## config.mk

```make
export PLATFORM = sky130hd
export DESIGN_NAME = m6809_uart
export DESIGN_NICKNAME = d
export VERILOG_FILES = /design/src/rtl/m6809_uart_pkg.sv /design/src/rtl/m6809_sync_fifo.sv /design/src/rtl/m6809_uart.sv
export SDC_FILE = /design/constraint.sdc
export NUM_CORES = 1
export LEC_CHECK = 0
export CAP_MARGIN = 30
export CORE_MARGIN = 4
export CORE_UTILIZATION = 50
export CTS_BUF_LIST = sky130_fd_sc_hd__clkbuf_4
export CTS_CLUSTER_DIAMETER = 100
export DETAILED_ROUTE_END_ITERATION = 10
export PLACE_DENSITY = 0.73
export SYNTH_ARGS = -nofsm -noshare
export SYNTH_HDL_FRONTEND = slang
export SYNTH_SLANG_ARGS = --single-unit
```

## constraint.sdc

```tcl
create_clock -name clk -period 4.46 [get_ports clk]
set_input_delay 0.669 -clock clk [delete_from_list [all_inputs] [get_ports clk]]
set_output_delay 0.669 -clock clk [all_outputs]
set_load 0.05 [all_outputs]
```

## src/rtl/m6809_uart_pkg.sv

```systemverilog
// Shared register map, STATUS/CTRL bit positions and serial state encodings
// for the m6809 SoC UART.
package m6809_uart_pkg;

    localparam logic [1:0] REG_DATA   = 2'd0;
    localparam logic [1:0] REG_STATUS = 2'd1;
    localparam logic [1:0] REG_CTRL   = 2'd2;
    localparam logic [1:0] REG_BAUD   = 2'd3;

    localparam int ST_RXF    = 0;
    localparam int ST_TXNF   = 1;
    localparam int ST_TXIDLE = 2;
    localparam int ST_FE     = 3;
    localparam int ST_OVR    = 4;

    localparam int CTRL_RXIE = 0;
    localparam int CTRL_TXIE = 1;

    typedef enum logic [1:0] {TX_IDLE, TX_START, TX_DATA, TX_STOP} tx_state_e;
    typedef enum logic [1:0] {RX_IDLE, RX_START, RX_DATA, RX_STOP} rx_state_e;

endpackage

```

## src/rtl/m6809_sync_fifo.sv

```systemverilog
// Single-clock FIFO; push when full and pop when empty are ignored, and a
// push and pop on the same edge both take effect.
module m6809_sync_fifo #(
    parameter int WIDTH = 8,
    parameter int DEPTH = 4
) (
    input  logic             clk,
    input  logic             reset_b,
    input  logic             push,
    input  logic [WIDTH-1:0] din,
    input  logic             pop,
    output logic [WIDTH-1:0] dout,
    output logic             full,
    output logic             empty
);
    localparam int AW = $clog2(DEPTH);

    logic [WIDTH-1:0] mem [DEPTH];
    logic [AW-1:0]    wr_ptr;
    logic [AW-1:0]    rd_ptr;
    logic [AW:0]      count;
    logic             do_push;
    logic             do_pop;

    assign do_push = push & ~full;
    assign do_pop  = pop & ~empty;
    assign full    = (count == (AW+1)'(DEPTH));
    assign empty   = (count == '0);
    assign dout    = mem[rd_ptr];

    always_ff @(posedge clk or negedge reset_b) begin
        if (!reset_b) begin
            wr_ptr <= '0;
            rd_ptr <= '0;
            count  <= '0;
        end else begin
            if (do_push) wr_ptr <= wr_ptr + 1'b1;
            if (do_pop)  rd_ptr <= rd_ptr + 1'b1;
            case ({do_push, do_pop})
                2'b10:   count <= count + 1'b1;
                2'b01:   count <= count - 1'b1;
                default: count <= count;
            endcase
        end
    end

    always_ff @(posedge clk) begin
        if (do_push) mem[wr_ptr] <= din;
    end

endmodule

```

## src/rtl/m6809_uart.sv

```systemverilog
// 8N1 UART bus slave for page $FE: buffered transmitter, single-byte receive
// holding register, programmable bit period and registered active-low IRQ.
module m6809_uart
    import m6809_uart_pkg::*;
#(
    parameter int         TX_DEPTH   = 4,
    parameter logic [7:0] BAUD_RESET = 8'd103
) (
    input  logic       clk,
    input  logic       reset_b,
    input  logic       sel,
    input  logic       wr_n,
    input  logic [1:0] a,
    input  logic [7:0] din,
    output logic [7:0] dout,
    input  logic       rxd,
    output logic       txd,
    output logic       irq_b,
    output tx_state_e  tx_state_dbg,
    output rx_state_e  rx_state_dbg
);
    // Bus contract: an access is sel high for exactly one clock; there is no
    // ready/wait, writes and read side effects commit on that edge and dout
    // is valid combinationally within the same cycle.
    logic       wr, rd, data_wr, data_rd;
    logic [1:0] ctrl;
    logic [7:0] baud, rx_hold;
    logic       rxf, fe, ovr;
    logic       fifo_full, fifo_empty, tx_pop;
    logic [7:0] fifo_dout;

    assign wr      = sel & ~wr_n;
    assign rd      = sel & wr_n;
    assign data_wr = wr && (a == REG_DATA);
    assign data_rd = rd && (a == REG_DATA);

    m6809_sync_fifo #(.WIDTH(8), .DEPTH(TX_DEPTH)) u_tx_fifo (
        .clk     (clk),
        .reset_b (reset_b),
        .push    (data_wr),
        .din     (din),
        .pop     (tx_pop),
        .dout    (fifo_dout),
        .full    (fifo_full),
        .empty   (fifo_empty)
    );

    tx_state_e  tx_state, tx_state_d;
    logic [7:0] tx_cnt, tx_cnt_d, tx_shift, tx_shift_d;
    logic [2:0] tx_bit, tx_bit_d;

    always_ff @(posedge clk or negedge reset_b) begin
        if (!reset_b) begin
            tx_state <= TX_IDLE;
            tx_cnt   <= '0;
            tx_shift <= '0;
            tx_bit   <= '0;
        end else begin
            tx_state <= tx_state_d;
            tx_cnt   <= tx_cnt_d;
            tx_shift <= tx_shift_d;
            tx_bit   <= tx_bit_d;
        end
    end

    // The bit counter reloads from BAUD only at bit boundaries.
    always_comb begin
        tx_state_d = tx_state;
        tx_cnt_d   = tx_cnt;
        tx_shift_d = tx_shift;
        tx_bit_d   = tx_bit;
        tx_pop     = 1'b0;
        if (tx_state == TX_IDLE) begin
            if (!fifo_empty) begin
                tx_pop     = 1'b1;
                tx_shift_d = fifo_dout;
                tx_cnt_d   = baud;
                tx_state_d = TX_START;
            end
        end else if (tx_cnt != 8'd0) begin
            tx_cnt_d = tx_cnt - 8'd1;
        end else begin
            tx_cnt_d = baud;
            case (tx_state)
                TX_START: begin
                    tx_bit_d   = 3'd0;
                    tx_state_d = TX_DATA;
                end
                TX_DATA: begin
                    if (tx_bit == 3'd7) begin
                        tx_state_d = TX_STOP;
                    end else begin
                        tx_bit_d   = tx_bit + 3'd1;
                        tx_shift_d = {1'b0, tx_shift[7:1]};
                    end
                end
                default: begin
                    if (!fifo_empty) begin
                        tx_pop     = 1'b1;
                        tx_shift_d = fifo_dout;
                        tx_state_d = TX_START;
                    end else begin
                        tx_state_d = TX_IDLE;
                    end
                end
            endcase
        end
    end

    always_comb begin
        case (tx_state)
            TX_START: txd = 1'b0;
            TX_DATA:  txd = tx_shift[0];
            default:  txd = 1'b1;
        endcase
    end

    rx_state_e  rx_state, rx_state_d;
    logic [1:0] rx_sync;
    logic       rx_s, rx_done;
    logic [7:0] rx_cnt, rx_cnt_d, rx_shift, rx_shift_d;
    logic [2:0] rx_bit, rx_bit_d;

    assign rx_s = rx_sync[1];

    always_ff @(posedge clk or negedge reset_b) begin
        if (!reset_b) begin
            rx_sync  <= 2'b11;
            rx_state <= RX_IDLE;
            rx_cnt   <= '0;
            rx_shift <= '0;
            rx_bit   <= '0;
        end else begin
            rx_sync  <= {rx_sync[0], rxd};
            rx_state <= rx_state_d;
            rx_cnt   <= rx_cnt_d;
            rx_shift <= rx_shift_d;
            rx_bit   <= rx_bit_d;
        end
    end

    // START waits half a period so later samples land mid-bit.
    always_comb begin
        rx_state_d = rx_state;
        rx_cnt_d   = rx_cnt;
        rx_shift_d = rx_shift;
        rx_bit_d   = rx_bit;
        rx_done    = 1'b0;
        if (rx_state == RX_IDLE) begin
            if (!rx_s) begin
                rx_cnt_d   = {1'b0, baud[7:1]};
                rx_state_d = RX_START;
            end
        end else if (rx_cnt != 8'd0) begin
            rx_cnt_d = rx_cnt - 8'd1;
        end else begin
            rx_cnt_d = baud;
            case (rx_state)
                RX_START: begin
                    rx_bit_d   = 3'd0;
                    rx_state_d = rx_s ? RX_IDLE : RX_DATA;
                end
                RX_DATA: begin
                    rx_shift_d = {rx_s, rx_shift[7:1]};
                    rx_bit_d   = rx_bit + 3'd1;
                    if (rx_bit == 3'd7) rx_state_d = RX_STOP;
                end
                default: begin
                    rx_done    = 1'b1;
                    rx_state_d = RX_IDLE;
                end
            endcase
        end
    end

    always_ff @(posedge clk or negedge reset_b) begin
        if (!reset_b) begin
            ctrl    <= '0;
            baud    <= BAUD_RESET;
            rx_hold <= '0;
            rxf     <= 1'b0;
            fe      <= 1'b0;
            ovr     <= 1'b0;
            irq_b   <= 1'b1;
        end else begin
            if (wr && (a == REG_CTRL)) ctrl <= din[1:0];
            if (wr && (a == REG_BAUD)) baud <= din;
            // A DATA read on the completion edge frees the holding register first.
            if (rx_done && (!rxf || data_rd)) begin
                rx_hold <= rx_shift;
                rxf     <= 1'b1;
                fe      <= ~rx_s;
                ovr     <= 1'b0;
            end else if (rx_done) begin
                ovr <= 1'b1;
            end else if (data_rd) begin
                rxf <= 1'b0;
                fe  <= 1'b0;
                ovr <= 1'b0;
            end
            irq_b <= ~((ctrl[CTRL_RXIE] & rxf) | (ctrl[CTRL_TXIE] & fifo_empty));
        end
    end

    always_comb begin
        dout = 8'h00;
        case (a)
            REG_DATA: dout = rx_hold;
            REG_STATUS: begin
                dout[ST_RXF]    = rxf;
                dout[ST_TXNF]   = ~fifo_full;
                dout[ST_TXIDLE] = fifo_empty & (tx_state == TX_IDLE);
                dout[ST_FE]     = fe;
                dout[ST_OVR]    = ovr;
            end
            REG_CTRL: dout = {6'b0, ctrl};
            default:  dout = baud;
        endcase
    end

    assign tx_state_dbg = tx_state;
    assign rx_state_dbg = rx_state;

endmodule
```

# Yosys cells after proc, flatten, opt, wreduce, memory -nomap -nowiden
# Memory sizes are Yosys's and may differ from the RTL's.
# Index checks and enable logic that the tools add are counted.
# Widths: inputs -> output; s select.
[totals]
mem_count = 1
mem_bits_rw = 32
ff_bits = 73
output_inout_bits = 14
[mem_list]
columns = ["name", "depth", "width", "rd", "rd_ports_with_merged_regs", "wr", "line", "rtl"]
rows = [
  ["u_tx_fifo.mem", 4, 8, 1, 0, 1, "m6809_sync_fifo.sv:18", "logic [WIDTH-1:0] mem [DEPTH];"],
]
[classes]
reduce_logical = 28
n_mux = 45
n_bitwise = 17
eq_ne = 22
n_addsub = 8
[op_table]
columns = ["operator", "n"]
rows = [
  ["$mux 8", 10],
  ["$pmux 3 s2", 4],
  ["$mux 2", 9],
  ["$mux 1", 16],
  ["$pmux 8 s2", 1],
  ["$reduce_bool 8->1", 2],
  ["$sub 8x1->8 const B", 2],
  ["$pmux 5 s3", 1],
  ["$reduce_and 3->1", 5],
  ["$eq 2x2->1 const B", 5],
  ["$ne 2x2->1 const B", 5],
  ["$add 3x1->3 const B", 3],
  ["$eq 3x3->1 const B", 3],
  ["$ne 3x3->1 const B", 3],
  ["$not 1->1", 9],
  ["$eq 2x1->1 const B", 4],
  ["$pmux 2 s2", 2],
  ["$reduce_bool 2->1", 4],
  ["$and 1x1->1", 7],
  ["$logic_not 2->1", 3],
  ["$reduce_or 2->1", 3],
  ["$logic_and 1x1->1", 5],
  ["$add 2x1->2 const B", 2],
  ["$ne 2x1->1 const B", 2],
  ["other kinds (10)", 10],
]

# Logic depth before layout (Yosys ltp)
# Gate-level depths: netlist of run 1.
[logic_depth]
word_depth = 8
depth_mapped = 11
depth_no_buf = 11

# Cells and area by module
# From an unflattened synthesis of run 1, not the netlist that was laid out.
[hier_totals]
hier_cells = 402
area_unflattened_um2 = 5276.3
[by_module_without_submodules]
columns = ["module", "area_each_um2", "seq_area_each_um2", "cells_per_inst", "instances"]
rows = [
  ["m6809_uart", 3683.5, 1661.6, 323, 1],
  ["m6809_sync_fifo", 1592.8, 1136.1, 79, 1],
]

# Worst setup path before layout of run 1
# Ideal clock, no wire load.
[synth_timing]
path_kind = "register -> output"
start = "register tx_state[1], in the netlist tx_state_dbg[1]"
end = "output dout[2]"
setup_slack_ns = 1.057
path_stages_with_launch = 8
arrival_ns = 2.734
cell_sequence = "dfrtp_1 > inv_1 > ha_1 > clkbuf_1 > and2_1 > clkbuf_1 > mux2i_1 > o21ai_0"
[synth_between]
elab_chain_len = 3
[synth_lines]
columns = ["element", "line", "rtl"]
rows = [
  ["start, declared", "m6809_uart.sv:48", "tx_state_e tx_state, tx_state_d;"],
  ["start signal, assigned", "m6809_uart.sv:59", "tx_state <= tx_state_d;"],
  ["$logic_not 2->1", "m6809_uart.sv:212", "dout[ST_TXIDLE] = fifo_empty & (tx_state == TX_IDLE);"],
  ["$and 1x1->1", "m6809_uart.sv:212", ""],
  ["$pmux 5 s3", "m6809_uart.sv:207", "case (a)"],
  ["end, declared", "m6809_uart.sv:15", "output logic [7:0] dout,"],
]
# No other way between the ends.

# Worst setup path after layout of run 1
# Same ends and word-level chain as after synthesis.

==> flow_metrics.tcl, run 1 <==
set metrics [dict create \
    outcome "finished, final reports clean" \
    grt_overflow 0 \
    layout.cells.non_filler 588 \
    die_area_sq_um 12100 \
    p_sw_share_pct 39.4 \
    clockBufferDepth 2 \
    cp-end-kind "output pin" \
    drv_cap 0 \
    rsz0062_at_grt "false" \
    grt_max_degree 30 \
    critPathBufInv 2 \
    p_sw_mw 1.24 \
    vias_per_cell 5.79 \
    die_w_microns 110 \
    cts_resized 0 \
    ys_top_cells_by_area "dfrtp_1, edfxtp_1, mux2_2" \
    cts_root_buf "clkbuf_4" \
    area_growth_pct 10.2 \
    worstPathMaxFanout 9 \
    synth_ff_type "dfrtp_1" \
    cp.arrival_ps 2960 \
    critical_path.top_delay_family "buffers and inverters" \
    yosys.area.top_type_share_pct 31.2 \
    worstPathCellList "inv_1 -> ha_1 -> and2_1 -> mux2i_1 -> o21ai_0 -> clkdlybuf4s50_1" \
    yosysSeqAreaShare_pct 53.7 \
    slowest_delay_ps 850 \
    p_comb_share_pct 37.9 \
    place_congestion 0.861 \
    setup_tns_ps 0 \
    period_share_pct 81.3 \
    avgSynthCellArea_sq_um 12.3 \
    antenna_found_initial 0 \
    min_path_type "in2async" \
    worstMarginPinSlew_ps 874 \
    drc 0 \
    synth.ff_latch_count 105 \
    fill_cells 865 \
    ys_types 61 \
    drt_iter0_markers 210 \
    port_buffers 28 \
    die_h_microns 110 \
    postRouteAntennaNets 0 \
    clk_pin_slew_ps 160 \
    synth_largest_area_cell "dfrtp_1" \
    synthesis.nets 460 \
    p_leak_nw 2.34 \
    relSlewSlack_pct 41.3 \
    slowest_stage "clkdlybuf4s50_1" \
    multi_input_area_sq_um 2230 \
    ios 29 \
    nNetsFinal 482 \
    power_density_nw_per_um2 549 \
    clkSinkCount 105 \
    synthArstFlopShare_pct 69.5 \
    fin_skew_ps 14.7 \
    initial_core_util_pct 50.9 \
    worst_setup_path_start_kind "flop" \
    finalHoldViolations 0 \
    grt_pass1_wl_mm 17.4 \
    drive_gt1_share_pct 17.0 \
    netlist_area_sq_um 5210 \
    dp.cells 572 \
    synthTopCellsByCount "dfrtp_1, edfxtp_1, nand2_1" \
    grt_usage_pct 18.8 \
    p_int_mw 1.91 \
    ctsHoldBuffers 0 \
    register_area_sq_um 2800 \
    path_class "reg2out" \
    h-tree-depth 3 \
    cp.required_ps 3790 \
    antenna_cells 0 \
    clkPwrFrac_pct 15.6 \
    core_area_sq_um 10200 \
    yosysWarnings 0 \
    hpwl_mm 7.30 \
    cts_tree "yes" \
    vdd_ir_drop_max_mv 0.370 \
    cts_setup_buffers 0 \
    synth.most_common_cell "dfrtp_1" \
    vias 3402 \
    grt_pass1_vias 3345 \
    fmax_ghz 0.276 \
    final_max_slew_viol_count 0 \
    numCtsBuffers 9 \
    wire_per_inst_microns 17.7 \
    p_seq_share_pct 46.5 \
    synth_edf_count 32 \
    clock_latency_ps 460 \
    std_cell_rows 37 \
    dr.pass1.iters 5 \
    period_minus_slack_ps 3630 \
    wl_mm 10.4 \
    finalSetupViolCount 0 \
    syn_inst 425 \
]
==> power groups by stage <==
stage / registers, mW / clock network (mW) / logic [mW]
detailed placement: 1.48 / 0 / 1.19
global placement: 1.47 / 0 / 1.16
finish: 1.47 / 0.492 / 1.20
floorplan: 1.43 / 0 / 0.907
CTS: 1.46 / 0.507 / 1.20
global route: 1.51 / 0.556 / 1.33
==> layer usage <==
metal,vias to the layer above,global-route usage [%],share of wire [%]
li1,1620,-,-
met1,1698,27.4,48
met2,72,28.0,47
met3,12,3.96,4.0
met4,0,6.68,1.4
met5,-,0,0
==> sequential cells by signal, indices dropped and copies added, names as in the netlist <==
register,flops
u_tx_fifo.mem,32
baud,8
rx_cnt,8
rx_hold,8
rx_shift,8
tx_cnt,8
tx_shift,8
rx_bit,3
tx_bit,3
u_tx_fifo.count,3
ctrl,2
rx_state_dbg,2
rx_sync,2
tx_state_dbg,2
u_tx_fifo.rd_ptr,2
u_tx_fifo.wr_ptr,2
fe,1
irq_b,1
ovr,1
rxf,1
==> layout make-up <==
class | count | area share [%]
timing repair buffer | 32 | 5.53
clock buffer | 10 | 1.31
multi-input combinational | 276 | 38.8
sequential | 105 | 48.7
tap | 136 | 2.96
inverter | 23 | 1.50
clock inverter | 6 | 1.18
==> cells by family (layout without fill, tap and decap cells) <==
group / count (synthesis) / count (layout) / synth area share [%]
AOI/OAI and AO/OA: 86 / 86 / 10.9
xor gates and xnor gates: 9 / 9 / 1.51
DFF: 105 / 105 / 53.7
and+or+nand+nor: 110 / 110 / 11.8
buffers and inverters: 44 / 71 / 3.58
adders and majority gates: 20 / 20 / 4.94
muxes: 51 / 51 / 13.5
==> stage by stage <==
| stage | utilization, % | setup WS [ps] | area (sq um) | power (mW) | hold slack, ps |
|---|---|---|---|---|---|
| after global placement | 54.5 | 1040 | 5580 | 2.63 | 346 |
| after CTS | 56.1 | 817 | 5740 | 3.17 | 125 |
| after detailed placement | 54.7 | 1010 | 5600 | 2.67 | 349 |
| final | 56.1 | 832 | 5740 | 3.16 | 129 |
| after floorplan | - | 1060 | 5210 | 2.34 | 345 |
| after global routing | 56.1 | 652 | 5740 | 3.40 | 110 |
==> final timing paths <==
path                                 startpoint                 end  slack, ps  depth (start not counted)
min in group clk                     rx_sync[0]          rx_sync[1]        370                          0
worst max-delay path            tx_state_dbg[1]             dout[2]        830                          6
worst max register to register        tx_cnt[3]  u_tx_fifo.count[2]       1430                          9
max in group asynchronous               reset_b             baud[2]       3540                          2
worst min-delay path                    reset_b     tx_state_dbg[0]        130                          1
worst min register to register       rx_sync[0]          rx_sync[1]        370                          0
==> cell usage in the layout, fill, tap and decap left out, types with 16 or more instances in the layout <==
cell type / instances
mux2_2: 24
dfrtp_1: 65
ha_1: 19
nand2_1: 32
edfxtp_1: 32
o21ai_0: 30
nor3_1: 17
inv_1: 23
a21oi_1: 16
clkdlybuf4s50_1: 27
Note: power is estimated with default switching activity, not from simulation.
==> inputs of run 2 (changes only) <==
- PLACE_DENSITY: 0.73 -> 0.75
- clock period: 4.46 -> 3.2 ns (I/O delays scaled with it)
==> run 2 against run 1 <==
Effect of this change:
- via count is 2.4% higher
- power is 40% higher
- final cell count is 0.17% higher
- largest cell class unchanged
- clock power up 38%
- clock-buffer cell count is 1 higher
- first-iteration DRC count increased by 46%
- routed wire length rose by 4.3%
- register-to-register slack worse by 890 ps
- global-route usage up 0.56 points
- critical path depth shrank 3
==> flow_metrics.tcl, run 2 (synthesis results as in run 1) <==
set metrics [dict create \
    wire_per_inst_microns 18.4 \
    clk_pin_slew_ps 160 \
    largest_register_ffs 32 \
    antenna_cells 0 \
    drive_gt1_share_pct 19.0 \
    cts_tree "yes" \
    cp.required_ps 2720 \
    die_h_microns 110 \
    outcome "finished, final reports clean" \
    worstPathMaxFanout 9 \
    initial_core_util_pct 50.9 \
    ios 29 \
    slowest_delay_ps 720 \
    clkSinkCount 105 \
    drt_iter0_markers 306 \
    place_congestion 0.855 \
    vias_per_cell 5.92 \
    critical_path.top_delay_family "buffers and inverters" \
    vias 3485 \
    period_minus_slack_ps 2900 \
    cp.arrival_ps 2420 \
    layout.cells.non_filler 589 \
    fin_skew_ps 9.73 \
    final_max_slew_viol_count 0 \
    setup_tns_ps 0 \
    p_leak_nw 2.36 \
    wl_mm 10.8 \
    grt_overflow 0 \
    antenna_found_initial 0 \
    grt_max_degree 74 \
    final_cell_mix "dfrtp_1, nand2_1, edfxtp_1, o21ai_0, mux2_2" \
    path_class "in2out" \
    numCtsBuffers 9 \
    power_density_nw_per_um2 768 \
    layout_commonest_cell "dfrtp_1" \
    worstMarginPinSlew_ps 684 \
    rsz0062_at_grt "false" \
    clockBufferDepth 2 \
    path_common_cell "clkdlybuf4s50_1" \
    die_w_microns 110 \
    worstPathCellList "clkdlybuf4s50_1 -> mux4_2 -> clkdlybuf4s50_1" \
    finalSetupViolCount 0 \
    dp.cells 572 \
    nNetsFinal 483 \
    h-tree-depth 3 \
    die_area_sq_um 12100 \
    cp-end-kind "output pin" \
    ctsHoldBuffers 0 \
    core_area_sq_um 10200 \
    drv_cap 0 \
    period_share_pct 90.6 \
    std_cell_rows 37 \
    fill_cells 836 \
    postRouteAntennaNets 0 \
    clock_latency_ps 440 \
    worst_setup_path_start_kind "primary input" \
    cts_root_buf "clkbuf_4" \
    relSlewSlack_pct 54.0 \
    port_buffers 28 \
    critPathBufInv 2 \
    drc 0 \
    fmax_ghz 0.345 \
    cts_resized 0 \
    grt_pass1_wl_mm 18.1 \
    min_path_type "in2async" \
    grt_pass1_vias 3458 \
    regMostFlops "u_tx_fifo.mem" \
    hpwl_mm 7.57 \
    grt_usage_pct 19.3 \
    area_growth_pct 10.3 \
    dr.pass1.iters 4 \
    finalHoldViolations 0 \
    cts_setup_buffers 0 \
    slowest_stage "clkdlybuf4s50_1" \
    vdd_ir_drop_max_mv 0.492 \
]
[run 2: cell count changes in the layout (fill, tap and decap cells not counted)]
cell / previous run / this run
buf_4: 3 / 10
clkbuf_4: 10 / 11
clkinvlp_4: 0 / 1
clkinv_1: 1 / 0
clkinv_2: 1 / 2
buf_16: 0 / 1
inv_8: 1 / 0
o21ai_1: 0 / 1
clkdlybuf4s50_1: 27 / 20
o21ai_0: 30 / 29
clkinv_4: 2 / 1
[run 2: worst register-to-register path: cells and delay by family, from the launching register on]
| family | cells | cell delay (ps) |
|---|---|---|
| DFF | 1 | 450 |
| adders and majority gates | 3 | 760 |
| AOI/OAI and AO/OA | 1 | 160 |
| and+or+nand+nor | 3 | 510 |
| buffers and inverters | 3 | 380 |
| xor gates and xnor gates | 2 | 330 |
[run 2: report_power, final]
part | internal (mW) | total, mW | leakage, nW | switching [mW]
registers | 1.69 | 2.04 | 1.19 | 0.356
clock network | 0.256 | 0.681 | 0.0768 | 0.425
logic | 0.729 | 1.69 | 1.09 | 0.961
[run 2: path summary, 6_finish.rpt]
check	start	slack [ps]	cells past startpoint	endpoint
max in group asynchronous	reset_b	2750	3	irq_b
min in group clk	rx_sync[0]	370	0	rx_sync[1]
worst max-delay path	a[1]	300	3	dout[0]
worst min register to register	rx_sync[0]	370	0	rx_sync[1]
worst max register to register	tx_cnt[0]	540	12	u_tx_fifo.count[2]
worst min-delay path	reset_b	110	3	rx_cnt[2]
[run 2: per-stage QoR]
step / instance area (sq um) / setup slack (ps) / utilization (%) / hold slack, ps / power [mW]
finish: 5750 / 300 / 56.2 / 113 / 4.42
global route: 5750 / 144 / 56.2 / 117 / 4.74
CTS: 5720 / 292 / 55.9 / 259 / 4.42
detailed placement: 5580 / 331 / 54.6 / 348 / 3.75
global placement: 5580 / 348 / 54.6 / 346 / 3.67
floorplan: 5210 / 360 / - / 184 / 3.26
[run 2: layout make-up]
class | count | area (sq um) | area share, %
clock buffers | 11 | 82.6 | 1.44
clock inverters | 5 | 56.3 | 0.979
inverters | 23 | 86.3 | 1.50
multi-input cells | 276 | 2230 | 38.8
flip-flops and latches | 105 | 2800 | 48.7
well taps | 136 | 170 | 2.96
repair buffers | 33 | 328 | 5.70
[run 2: layer usage]
metal	global-route usage [%]	up-vias	routed length, microns
met5	0	-	0
met3	2.85	18	321
li1	-	1631	-
met1	27.2	1765	4900
met2	30.7	71	5390
met4	7.12	0	227
